--- config.mk ---
export PLATFORM = sky130hd
export DESIGN_NAME = n101_qspi_fifo_gen2
export DESIGN_NICKNAME = d
export VERILOG_FILES = /design/src/rtl/n101_qspi_fifo_gen2.sv
export SDC_FILE = /design/constraint.sdc
export NUM_CORES = 1
export LEC_CHECK = 0
export ABC_AREA = 1
export CAP_MARGIN = 10
export CORE_MARGIN = 8
export CORE_UTILIZATION = 45
export CTS_CLUSTER_SIZE = 16
export DETAILED_ROUTE_END_ITERATION = 12
export PLACE_DENSITY = 0.73
export SLEW_MARGIN = 20
export SYNTH_ARGS = -nofsm -noshare
export SYNTH_HDL_FRONTEND = slang
export SYNTH_SLANG_ARGS = --single-unit
--- constraint.sdc ---
create_clock -name clock -period 1.55 [get_ports clock]
set_input_delay 0.31 -clock clock [delete_from_list [all_inputs] [get_ports clock]]
set_output_delay 0.31 -clock clock [all_outputs]
set_load 0.05 [all_outputs]
--- src/rtl/n101_qspi_fifo_gen2.sv ---
// QSPI bus-side TX/RX FIFO pair with frame-length, chip-select and watermark control.
// Optional sticky RX overflow flag enabled by defining N101_QSPI_FIFO_RXOVF_EN.
module n101_qspi_fifo_gen2 #(
    parameter int DW  = 8,
    parameter int TXD = 8,
    parameter int RXD = 8,
    parameter int LW  = 4,
    parameter int CW  = $clog2((TXD > RXD) ? TXD : RXD) + 1
) (
    input  logic          clock,
    input  logic          reset_n,
    input  logic [1:0]    io_ctrl_fmt_proto,
    input  logic          io_ctrl_fmt_iodir,
    input  logic [LW-1:0] io_ctrl_fmt_len,
    input  logic [1:0]    io_ctrl_cs_mode,
    input  logic [CW-1:0] io_ctrl_wm_tx,
    input  logic [CW-1:0] io_ctrl_wm_rx,
    input  logic          io_flush_tx,
    input  logic          io_flush_rx,
    input  logic          io_tx_valid,
    output logic          io_tx_ready,
    input  logic [DW-1:0] io_tx_bits,
    output logic          io_rx_valid,
    input  logic          io_rx_ready,
    output logic [DW-1:0] io_rx_bits,
    output logic          io_link_tx_valid,
    input  logic          io_link_tx_ready,
    output logic [DW-1:0] io_link_tx_bits,
    input  logic          io_link_rx_valid,
    input  logic [DW-1:0] io_link_rx_bits,
    output logic [LW-1:0] io_link_cnt,
    output logic          io_link_cs_set,
    output logic          io_link_cs_clear,
    output logic          io_link_lock,
    output logic          io_ip_txwm,
    output logic          io_ip_rxwm,
    output logic          io_rx_ovf
);

    localparam int TAW = $clog2(TXD);
    localparam int RAW = $clog2(RXD);
    localparam logic [TAW:0] TX_DEPTH = TXD[TAW:0];
    localparam logic [RAW:0] RX_DEPTH = RXD[RAW:0];

    // ------------------------------------------------------------------
    // TX FIFO
    // ------------------------------------------------------------------
    logic [DW-1:0]  tx_mem [TXD];
    logic [TAW-1:0] tx_wr_q, tx_wr_d, tx_rd_q, tx_rd_d;
    logic [TAW:0]   tx_cnt_q, tx_cnt_d;
    logic           tx_enq, fire_tx;

    assign io_tx_ready      = (tx_cnt_q < TX_DEPTH);
    assign io_link_tx_valid = (tx_cnt_q != '0);
    assign io_link_tx_bits  = tx_mem[tx_rd_q];
    assign tx_enq           = io_tx_valid & io_tx_ready;
    assign fire_tx          = io_link_tx_valid & io_link_tx_ready;

    // NOTE: every variable gets its hold value first so no path through the
    // block leaves it unassigned, which would otherwise infer a latch.
    always_comb begin
        tx_wr_d  = tx_wr_q;
        tx_rd_d  = tx_rd_q;
        tx_cnt_d = tx_cnt_q;
        if (io_flush_tx) begin
            tx_wr_d  = '0;
            tx_rd_d  = '0;
            tx_cnt_d = '0;
        end else begin
            if (tx_enq)  tx_wr_d = tx_wr_q + TAW'(1);
            if (fire_tx) tx_rd_d = tx_rd_q + TAW'(1);
            case ({tx_enq, fire_tx})
                2'b10:   tx_cnt_d = tx_cnt_q + (TAW+1)'(1);
                2'b01:   tx_cnt_d = tx_cnt_q - (TAW+1)'(1);
                default: tx_cnt_d = tx_cnt_q;
            endcase
        end
    end

    // NOTE: state registers use non-blocking assignments so every flop
    // samples pre-edge values regardless of block evaluation order.
    always_ff @(posedge clock or negedge reset_n) begin
        if (!reset_n) begin
            tx_wr_q  <= '0;
            tx_rd_q  <= '0;
            tx_cnt_q <= '0;
        end else begin
            tx_wr_q  <= tx_wr_d;
            tx_rd_q  <= tx_rd_d;
            tx_cnt_q <= tx_cnt_d;
        end
    end

    // NOTE: storage arrays are deliberately not reset; validity is tracked
    // by the counts alone, which keeps the arrays mappable to plain RAM.
    always_ff @(posedge clock) begin
        if (tx_enq) tx_mem[tx_wr_q] <= io_tx_bits;
    end

    // ------------------------------------------------------------------
    // RX FIFO and receive-enable
    // ------------------------------------------------------------------
    logic [DW-1:0]  rx_mem [RXD];
    logic [RAW-1:0] rx_wr_q, rx_wr_d, rx_rd_q, rx_rd_d;
    logic [RAW:0]   rx_cnt_q, rx_cnt_d;
    logic           rx_enq, rx_deq;
    logic           rxen_q, rxen_d;

    assign io_rx_valid = (rx_cnt_q != '0);
    assign io_rx_bits  = rx_mem[rx_rd_q];
    assign rx_enq      = io_link_rx_valid & rxen_q & (rx_cnt_q < RX_DEPTH);
    assign rx_deq      = io_rx_valid & io_rx_ready;

    always_comb begin
        rx_wr_d  = rx_wr_q;
        rx_rd_d  = rx_rd_q;
        rx_cnt_d = rx_cnt_q;
        if (io_flush_rx) begin
            rx_wr_d  = '0;
            rx_rd_d  = '0;
            rx_cnt_d = '0;
        end else begin
            if (rx_enq) rx_wr_d = rx_wr_q + RAW'(1);
            if (rx_deq) rx_rd_d = rx_rd_q + RAW'(1);
            case ({rx_enq, rx_deq})
                2'b10:   rx_cnt_d = rx_cnt_q + (RAW+1)'(1);
                2'b01:   rx_cnt_d = rx_cnt_q - (RAW+1)'(1);
                default: rx_cnt_d = rx_cnt_q;
            endcase
        end
    end

    // A frame leaving the TX side arms reception only for receive-direction
    // frames; the first returning word disarms it. Flush wins over both.
    always_comb begin
        rxen_d = rxen_q;
        if (io_flush_rx)           rxen_d = 1'b0;
        else if (fire_tx)          rxen_d = ~io_ctrl_fmt_iodir;
        else if (io_link_rx_valid) rxen_d = 1'b0;
    end

    always_ff @(posedge clock or negedge reset_n) begin
        if (!reset_n) begin
            rx_wr_q  <= '0;
            rx_rd_q  <= '0;
            rx_cnt_q <= '0;
            rxen_q   <= 1'b0;
        end else begin
            rx_wr_q  <= rx_wr_d;
            rx_rd_q  <= rx_rd_d;
            rx_cnt_q <= rx_cnt_d;
            rxen_q   <= rxen_d;
        end
    end

    always_ff @(posedge clock) begin
        if (rx_enq) rx_mem[rx_wr_q] <= io_link_rx_bits;
    end

`ifdef N101_QSPI_FIFO_RXOVF_EN
    logic rx_drop;
    logic rx_ovf_q;

    assign rx_drop = io_link_rx_valid & rxen_q & (rx_cnt_q == RX_DEPTH);

    always_ff @(posedge clock or negedge reset_n) begin
        if (!reset_n)        rx_ovf_q <= 1'b0;
        else if (io_flush_rx) rx_ovf_q <= 1'b0;
        else if (rx_drop)     rx_ovf_q <= 1'b1;
    end

    assign io_rx_ovf = rx_ovf_q;
`else
    assign io_rx_ovf = 1'b0;
`endif

    // ------------------------------------------------------------------
    // Frame length, chip select, lock and watermarks
    // ------------------------------------------------------------------
    logic [LW+1:0] len_ext, cnt_full;

    assign len_ext = {2'b00, io_ctrl_fmt_len};

    // Shifter cycles = bits per frame divided by lanes, rounded up.
    always_comb begin
        cnt_full = '0;
        case (io_ctrl_fmt_proto)
            2'd0:    cnt_full = len_ext;
            2'd1:    cnt_full = (len_ext + (LW+2)'(1)) >> 1;
            2'd2:    cnt_full = (len_ext + (LW+2)'(3)) >> 2;
            default: cnt_full = '0;
        endcase
    end

    assign io_link_cnt = cnt_full[LW-1:0];

    logic [1:0] cs_mode_q;

    always_ff @(posedge clock or negedge reset_n) begin
        if (!reset_n) cs_mode_q <= 2'd0;
        else          cs_mode_q <= io_ctrl_cs_mode;
    end

    assign io_link_cs_set   = (cs_mode_q != 2'd3);
    assign io_link_cs_clear = (cs_mode_q != io_ctrl_cs_mode)
                            | (fire_tx & (cs_mode_q < 2'd2));
    assign io_link_lock     = io_link_tx_valid | rxen_q;

    assign io_ip_txwm = (32'(tx_cnt_q) < 32'(io_ctrl_wm_tx));
    assign io_ip_rxwm = (32'(rx_cnt_q) > 32'(io_ctrl_wm_rx));

endmodule
==> flow_metrics.env <==
export IMPL_status="finished with violations"
export IMPL_failed_checks="setup timing"
export IMPL_pre_cts_ws_ps=-520.7
export IMPL_worstSetupStartpointType="register"
export IMPL_nets=849
export IMPL_synth_top_cell_by_area="edfxtp_1"
export IMPL_track_usage_pct=18.35
export IMPL_grt_pass1_wl_mm=28.05
export IMPL_drtIter0Drc=372
export IMPL_holdWs_ps=239.1
export IMPL_cts_root_buf="clkbuf_16"
export IMPL_clock_sinks=151
export IMPL_core_area_sq_mm=0.01459
export IMPL_syn_avg_cell_area_sq_um=11.05
export IMPL_postSynthCellCount=611
export IMPL_synth_distinct_cells=40
export IMPL_r2r_slack_ps=-160
export IMPL_die_w_um=138.5
export IMPL_htree_num_levels=4
export IMPL_die_y_um=138.5
export IMPL_finalCritPeriodShare_pct=138.5
export IMPL_wirelength_mm=18.38
export IMPL_ys_ff_latch=151
export IMPL_place_congestion=0.8326
export IMPL_crit_type="register to output pin"
export IMPL_drv_slew=0
export IMPL_grt_max_degree=24
export IMPL_grt_util_met3_pct=4.863
export IMPL_clkLatencyLatePin_ps=430
export IMPL_rr_startpoint="rx_cnt_q[1]"
export IMPL_num_antenna_cells=0
export IMPL_hold_violations=0
export IMPL_port_buffers=68
export IMPL_ir_drop_mv=1.462
export IMPL_initial_core_util_pct=46.28
export IMPL_syn_to_final_growth_pct=55.67
export IMPL_post_route_drc_count=0
export IMPL_die_area_sq_mm=0.01918
export IMPL_drv_cap=0
export IMPL_yosysWarnings=0
export IMPL_drtPass1Iterations=5
export IMPL_use_met2_pct=32.67
export IMPL_ant_nets=0
export IMPL_num_rows=44
export IMPL_layout_drive_gt1_share_pct=47.14
export IMPL_crit_fanout=5
export IMPL_worstSetupEndpointType="output pin"
export IMPL_clockBufferDepth=2
export IMPL_fmax_ghz=0.4658
export IMPL_reg2regPathDepth=12
export IMPL_fin_area_sq_mm=0.01051
export IMPL_syn_nets=669
export IMPL_hp_class="primary input to asynchronous set/reset pin"
export IMPL_hold_buffers=0
export IMPL_syn_cell_area_sq_mm=0.006751
export IMPL_antenna_found_initial=0
export IMPL_fin_crit_ps=2147
export IMPL_wl_per_cell_um=18.60
export IMPL_cts_clk_slew_worst_paths_ps=60
export IMPL_overflow=0
export IMPL_pin_count=70
export IMPL_tns_ps=-11850
export IMPL_grt_util_met1_pct=20.39
export IMPL_viasPerCell=5.398
export IMPL_netlist_top_cells_area="edfxtp_1, dfrtp_1, nor2_1"
export IMPL_ys_seq_area_share_pct=65.46
export IMPL_p_leak_uw=0.003984
export IMPL_setup_slack_ps=-597.0
export IMPL_cp_arrival_ps=1840
export IMPL_cts_tree="done"
export IMPL_place_area_sq_mm=0.008831
export IMPL_r2r_end="rx_cnt_q[3]"
export IMPL_p_per_area_mw_per_mm2=1725
export IMPL_synth_top_area_share_pct=56.93
export IMPL_numCtsBuffers=17
export IMPL_hpwl_mm=10.91
export IMPL_vias=5333
export IMPL_setup_violations=28
export IMPL_rsz0062_at_grt="true"
export IMPL_required_ps=1240
export IMPL_skew_ps=11.51
export IMPL_grt_pass1_vias=5463
export IMPL_grt_busiest_layer="met2"
==> flip-flops by register name, summed over array words and instances (netlist names) <==
register   cells
cs_mode_q      2
rx_cnt_q       4
rx_mem        64
rx_rd_q        3
rx_wr_q        3
rxen_q         1
tx_cnt_q       4
tx_mem        64
tx_rd_q        3
tx_wr_q        3
==> area by class of cell <==
class / count / area, sq um
multi-input cells: 387 / 3008
well taps: 184 / 230.2
repair buffers: 180 / 2029
fillers: 901 / 4079
clock buffers: 17 / 425.4
inverters: 54 / 222.7
flip-flops and latches: 151 / 4427
clock inverters: 15 / 167.7
==> power by group <==
group	total (uW)	switching, uW	internal [uW]	leakage (uW)
registers	4910	232	4680	0.00145
logic	9100	4940	4170	0.00224
clock network	4120	1720	2400	0.000292
==> timing repair <==
action	in CTS	in global routing
gates resized for setup	172	127
endpoints found under the setup margin	72	129
setup buffers	14	14
pin swaps	38	46
gates cloned	5	2
==> critical path: stages, from the launching register on <==
cell     delay [ps]
dfrtp_2         490
inv_4           130
buf_6           130
nor2_2           40
o22ai_2         180
nor2_2           80
a31oi_4         180
buf_6           190
==> per-stage QoR <==
stage | instances | util, % | power [uW]
after global routing | 988 | 72.04 | 18910
after global placement | 926 | 60.53 | 11620
after detailed placement | 926 | 60.53 | 11780
after floorplan | 611 | - | 9385
final | 988 | 72.04 | 18130
after CTS | 977 | 68.63 | 17220
==> routing by layer <==
layer | wire length, um | share of wire (%)
met3 | 817 | 4.4
met2 | 9933 | 54
met5 | 0 | 0
met1 | 7248 | 39
met4 | 378 | 2.1
==> synth_stat cells (all sizes together) <==
cell type	number
a211oi	4
o21a	1
clkbuf	4
o22ai	17
buf	15
or2	3
ha	17
nand3	15
conb	1
o21ai	78
nor3	5
nand2	55
clkinv	2
a31oi	16
edfxtp	128
a32oi	2
o31ai	1
nand4	2
dfrtp	23
inv	52
o311ai	1
nand3b	2
nor2	149
xor2	4
o211ai	2
a21oi	12
==> worst max path at each step <==
stage	startpoint	end	slack [ps]	cells after the start
5_1_grt	rx_rd_q[0]	io_rx_bits[2]	-690	6
3_5_place_dp	io_ctrl_fmt_len[0]	io_link_cnt[1]	-520	6
4_1_cts	tx_rd_q[0]	io_link_tx_bits[4]	-570	7
6_report	tx_rd_q[0]	io_link_tx_bits[0]	-600	7
3_3_place_gp	io_ctrl_wm_rx[3]	io_ip_rxwm	-430	8
2_1_floorplan	tx_cnt_q[3]	tx_cnt_q[3]	-270	12
==> cell families after synthesis <==
family / Yosys count / synth area share [%]
and+or+nand+nor: 231 / 15.12
AOI/OAI and AO/OA: 134 / 11.25
DFF: 151 / 65.46
buffers and inverters: 73 / 4.448
xor gates and xnor gates: 4 / 0.5188
other: 1 / 0.05554
adders and majority gates: 17 / 3.150
==> placed cells by master, fill, tap and decap left out, types with 12 or more instances in the layout <==
cell type,synthesis,layout
buf_12,0,27
o21ai_1,6,33
nand2_1,47,38
inv_1,42,23
a31oi_4,0,16
inv_2,10,22
nor2_1,146,93
buf_6,0,44
edfxtp_1,128,128
o21ai_2,0,30
o21ai_0,72,12
buf_4,3,63
clkdlybuf4s50_1,0,34
dfrtp_1,23,17
nor2_4,1,19
nor2_2,2,37
clkbuf_16,0,19
No activity file was read; power rests on OpenSTA's default activity.
